File: config.mk
export PLATFORM = sky130hd
export DESIGN_NAME = rsa_uart_wrapper
export DESIGN_NICKNAME = d
export VERILOG_FILES = /design/src/rtl/rsa_uart_wrapper.sv
export SDC_FILE = /design/constraint.sdc
export NUM_CORES = 1
export LEC_CHECK = 0
export BUFFER_PORTS_ARGS = -buffer_cell sky130_fd_sc_hd__buf_2
export CORE_AREA = 4 4 423 425
export CTS_CLUSTER_SIZE = 12
export DETAILED_ROUTE_END_ITERATION = 8
export DIE_AREA = 0 0 427 429
export GPL_TIMING_DRIVEN = 1
export PLACE_DENSITY_LB_ADDON = 0.2
export SLEW_MARGIN = 10
export SYNTH_ARGS = -nofsm -noshare
export SYNTH_HDL_FRONTEND = slang
export SYNTH_SLANG_ARGS = --single-unit
File: constraint.sdc
create_clock -name i_clk -period 2.6 [get_ports i_clk]
set_input_delay 0.52 -clock i_clk [delete_from_list [all_inputs] [get_ports i_clk]]
set_output_delay 0.52 -clock i_clk [all_outputs]
set_load 0.01 [all_outputs]
File: src/rtl/rsa_uart_wrapper.sv
// rsa_uart_wrapper: Avalon-MM master that feeds key/ciphertext bytes from the UART to the RSA core
// and streams the 248-bit plaintext back out, one polled byte at a time.
module rsa_uart_wrapper #(
  parameter int RX_BASE     = 0,
  parameter int TX_BASE     = 4,
  parameter int STATUS_BASE = 8,
  parameter int RX_OK_BIT   = 7,
  parameter int TX_OK_BIT   = 6
) (
  input  logic         i_clk,
  input  logic         i_rst_n,
  output logic [4:0]   avm_address,
  output logic         avm_read,
  input  logic [31:0]  avm_readdata,
  output logic         avm_write,
  output logic [31:0]  avm_writedata,
  input  logic         avm_waitrequest,
  output logic         o_core_start,
  output logic [255:0] o_core_a,
  output logic [255:0] o_core_d,
  output logic [255:0] o_core_n,
  input  logic [255:0] i_core_result,
  input  logic         i_core_finished
);
  typedef enum logic [2:0] {S_GET_N, S_GET_D, S_GET_A, S_START, S_WAIT, S_SEND} state_t;
  state_t r_state, w_next;
  logic         r_data_ph;
  logic [4:0]   r_cnt;
  logic [247:0] r_out;
  logic w_rx, w_tx, w_done, w_ok, w_last, w_byte_last, w_issue, w_unused;
  assign w_rx        = r_state inside {S_GET_N, S_GET_D, S_GET_A};
  assign w_tx        = r_state == S_SEND;
  assign w_done      = (avm_read | avm_write) & ~avm_waitrequest;
  assign w_ok        = w_rx ? avm_readdata[RX_OK_BIT] : avm_readdata[TX_OK_BIT];
  assign w_last      = r_cnt == (w_rx ? 5'd31 : 5'd30);
  assign w_byte_last = w_done & r_data_ph & w_last;
  assign w_issue     = (w_rx | w_tx) & ~avm_read & ~avm_write;
  assign o_core_start = r_state == S_START;
  assign w_unused    = &{1'b0, avm_readdata[31:8], i_core_result[255:248]};
  always_ff @(posedge i_clk or negedge i_rst_n)
    if (!i_rst_n) r_state <= S_GET_N;
    else r_state <= w_next;
  always_comb begin
    w_next = r_state;
    case (r_state)
      S_GET_N: w_next = w_byte_last ? S_GET_D : S_GET_N;
      S_GET_D: w_next = w_byte_last ? S_GET_A : S_GET_D;
      S_GET_A: w_next = w_byte_last ? S_START : S_GET_A;
      S_START: w_next = S_WAIT;
      S_WAIT:  w_next = i_core_finished ? S_SEND : S_WAIT;
      S_SEND:  w_next = w_byte_last ? S_GET_A : S_SEND;
      default: w_next = S_GET_N;
    endcase
  end
  // A completed transfer always drops the request, giving the mandatory idle cycle before the next one.
  always_ff @(posedge i_clk or negedge i_rst_n)
    if (!i_rst_n) begin
      avm_address   <= 5'(STATUS_BASE);
      avm_read      <= 1'b0;
      avm_write     <= 1'b0;
      avm_writedata <= 32'h0;
      o_core_a      <= '0;
      o_core_d      <= '0;
      o_core_n      <= '0;
      r_out         <= '0;
      r_cnt         <= 5'd0;
      r_data_ph     <= 1'b0;
    end else if (w_done) begin
      avm_read  <= 1'b0;
      avm_write <= 1'b0;
      r_data_ph <= ~r_data_ph & w_ok;
      if (r_data_ph) begin
        r_cnt <= w_last ? 5'd0 : r_cnt + 5'd1;
        if (w_tx) r_out <= {r_out[239:0], 8'h00};
        if (r_state == S_GET_N) o_core_n <= {o_core_n[247:0], avm_readdata[7:0]};
        if (r_state == S_GET_D) o_core_d <= {o_core_d[247:0], avm_readdata[7:0]};
        if (r_state == S_GET_A) o_core_a <= {o_core_a[247:0], avm_readdata[7:0]};
      end
    end else if (w_issue) begin
      avm_read    <= ~(r_data_ph & w_tx);
      avm_write   <= r_data_ph & w_tx;
      avm_address <= ~r_data_ph ? 5'(STATUS_BASE) : w_tx ? 5'(TX_BASE) : 5'(RX_BASE);
      if (r_data_ph & w_tx) avm_writedata <= {24'h0, r_out[247:240]};
    end else if (r_state == S_WAIT && i_core_finished) begin
      r_out       <= i_core_result[247:0];
      avm_read    <= 1'b1;
      avm_address <= 5'(STATUS_BASE);
    end
endmodule

==> impl_metrics.env <==
export IMPL_status="finished, final reports clean"
export IMPL_drt_iter0_drc=1347
export IMPL_min_from="i_core_result[234]"
export IMPL_syn_inst=3060
export IMPL_htreeDepth=4
export IMPL_wl_met1_um=60770
export IMPL_fill_cells=17980
export IMPL_fp_dieArea_um2=183200
export IMPL_period_share=0.9004
export IMPL_ys_types=41
export IMPL_synth_edf_count=0
export IMPL_synth_largest_area_cell="dfrtp_1"
export IMPL_die_x_um=427
export IMPL_clock_path_buffers=3
export IMPL_cts_hold_buf=71
export IMPL_rows=154
export IMPL_worstMarginPinSlew_ps=883.4
export IMPL_synth_warnings=0
export IMPL_hpwl_um=112600
export IMPL_cts_resized=0
export IMPL_die_h_um=429
export IMPL_grt_pass1_wl_um=213100
export IMPL_wl_per_cell_um=22.08
export IMPL_finalInstanceArea_um2=56170
export IMPL_multi_input_area_um2=15660
export IMPL_worstPathMaxFanout=12
export IMPL_start_util=0.2442
export IMPL_ios=1100
export IMPL_max_slew_margin=0.4111
export IMPL_vias=28210
export IMPL_dr_wl_met3_um=7790
export IMPL_netlist_area_leader_share=0.6055
export IMPL_arrival_ps=1820
export IMPL_whs_ps=85.42
export IMPL_synth_area_top_cells="dfrtp_1 (61%), mux2_2 (21%), mux2_4 (8.1%), nand2_1 (6.3%), buf_6 (1.4%)"
export IMPL_clkLatencyLatePin_ps=780
export IMPL_synth_ff_type="dfrtp_1"
export IMPL_dr_pass1_iters=4
export IMPL_track_usage=0.1570
export IMPL_viasPerCell=4.222
export IMPL_post_cts_buffers=0
export IMPL_drc_errors=0
export IMPL_leakagePower_nw=31.81
export IMPL_cts_root_buf="clkbuf_16"
export IMPL_async_reset_ff_frac=1.000
export IMPL_synth_area_um2=42810
export IMPL_area_delta_synth_final_pct=31.20
export IMPL_final_nets=4522
export IMPL_rsz0062_at_grt="no"
export IMPL_ys_top_cells_by_count="dfrtp_1 (1036), mux2_2 (782), nand2_1 (720), mux2_4 (230), clkbuf_1 (60)"
export IMPL_end_kind="output port"
export IMPL_gr_total_overflow=0
export IMPL_irDropWorstVdd_uv=682.9
export IMPL_required_ps=2080
export IMPL_port_buffers=1040
export IMPL_highest_layer="met5"
export IMPL_utilization=0.3203
export IMPL_cts_tree="yes"
export IMPL_hp_class="in2reg"
export IMPL_drv_cap=0
export IMPL_setup_tns_ps=0
export IMPL_crit_type="reg2out"
export IMPL_drt_wl_total_um=147500
export IMPL_crit_start="r_state[1]"
export IMPL_drive_above_1_share=0.5470
export IMPL_cts_clk_slew_worst_paths_ps=60
export IMPL_synth_most_common_cell="dfrtp_1"
export IMPL_clock_fmax_mhz=427.2
export IMPL_worst_clock_skew_ps=43.56
export IMPL_seq_area_um2=25950
export IMPL_antenna_found_initial=45
export IMPL_grt_max_degree=102
export IMPL_hold_violations=0
export IMPL_r2r_start="avm_read"
export IMPL_avgSynthCellArea_um2=13.99
export IMPL_route_met2_wl_um=75820
export IMPL_ys_ff_latch=1037
export IMPL_place_area_um2=51020
export IMPL_grt_pass1_vias=29320
export IMPL_place_congestion=0.8375
export IMPL_seq_area_frac_synth=0.6061
export IMPL_setup_viol=0
export IMPL_power_density_nw_per_um2=733.4
export IMPL_finalCriticalPeriod_ps=2341
export IMPL_drv_slew=0
export IMPL_cp_start_kind="flip-flop"
export IMPL_cts_sinks=1037
export IMPL_ant_nets=0
export IMPL_cts_made_buffers=130
export IMPL_core_um2=175300
-- through the flow --
step / setup WS, ps / power, W / cells
3_5_place_dp: 236.8 / 0.02305 / 6366
6_report: 259.0 / 0.04120 / 6681
2_1_floorplan: 559.0 / 0.02055 / 3086
5_1_grt: 114.7 / 0.04322 / 6675
3_3_place_gp: 242.7 / 0.02302 / 6366
4_1_cts: 181.4 / 0.04207 / 6669
-- worst max-delay path, stage by stage, from the launching register on --
cell	delay, ps
dfrtp_1	600
nand2_1	120
nor2_1	130
buf_2	210
-- path summary, 6_finish.rpt --
check                                 end  slack [ps]  cells after the start
max                          o_core_start         260                      3
min                            r_out[234]          90                      4
max reg2reg                 o_core_d[232]         270                      5
min reg2reg                avm_address[2]         490                      1
max in group asynchronous       r_out[50]        1250                      4
min in group asynchronous   o_core_a[137]         380                      2
-- routing by layer --
layer  vias up  track usage
met5         -            0
met4         4      0.03672
met3       210      0.03717
met2       713       0.2791
met1     14580       0.1911
li1      12700            -
-- report_power, final --
group,switching (W),internal [W]
logic,0.00306,0.00216
registers,0.000603,0.0169
clock network,0.00747,0.0110
total,0.0111,0.0301
-- cells in the final DEF (no fill, tap or decap), types with 2 or more instances in the layout --
| master | instances |
|---|---|
| nand2b_1 | 4 |
| o21ai_0 | 15 |
| nand2_1 | 720 |
| inv_1 | 10 |
| diode_2 | 12 |
| buf_2 | 1039 |
| buf_12 | 37 |
| dlygate4sd3_1 | 71 |
| nor2_1 | 7 |
| clkinv_2 | 16 |
| clkinvlp_4 | 5 |
| clkbuf_8 | 28 |
| a21oi_1 | 7 |
| nand3_4 | 2 |
| clkbuf_16 | 132 |
| nor4_1 | 2 |
| conb_1 | 27 |
| clkinv_16 | 3 |
| dfrtp_1 | 1036 |
| mux2_4 | 230 |
| clkbuf_1 | 26 |
| mux2i_1 | 9 |
| inv_6 | 7 |
| xnor2_1 | 2 |
| nand4_1 | 3 |
| clkinv_8 | 3 |
| buf_4 | 64 |
| mux2_1 | 4 |
| a31oi_1 | 2 |
| bufinv_16 | 8 |
| mux2_2 | 782 |
| a21o_1 | 2 |
| inv_16 | 3 |
-- cell type report --
type                    instances  share of cell area
flip-flops and latches       1037              0.4620
multi-input cells            1838              0.2789
repair buffers               1212              0.1272
clock buffers                 186             0.06740
well taps                    2340             0.05212
clock inverters                46             0.01116
inverters                      10           0.0006683
diodes                         12           0.0005346
-- cell families (layout without fill, tap and decap cells) --
group,Yosys count,after routing,share of synthesized area
flops,1037,1037,0.6061
mux,1025,1025,0.2895
compound gates,35,35,0.005056
fa+ha+maj,1,1,0.0002922
other cells,1,39,0.00008759
simple gates,748,748,0.06687
buf+inv,211,1454,0.03165
xor+xnor,2,2,0.0004092
-- state kept, by name (all words and copies together) (netlist names) --
signal and flops:
avm_writedata 8, avm_read 1, avm_address 2, o_core_d 256
avm_write 1, r_state 3, r_cnt 5, o_core_a 256
r_data_ph 1, r_out 248, o_core_n 256
Note: power is estimated with default switching activity, not from simulation.
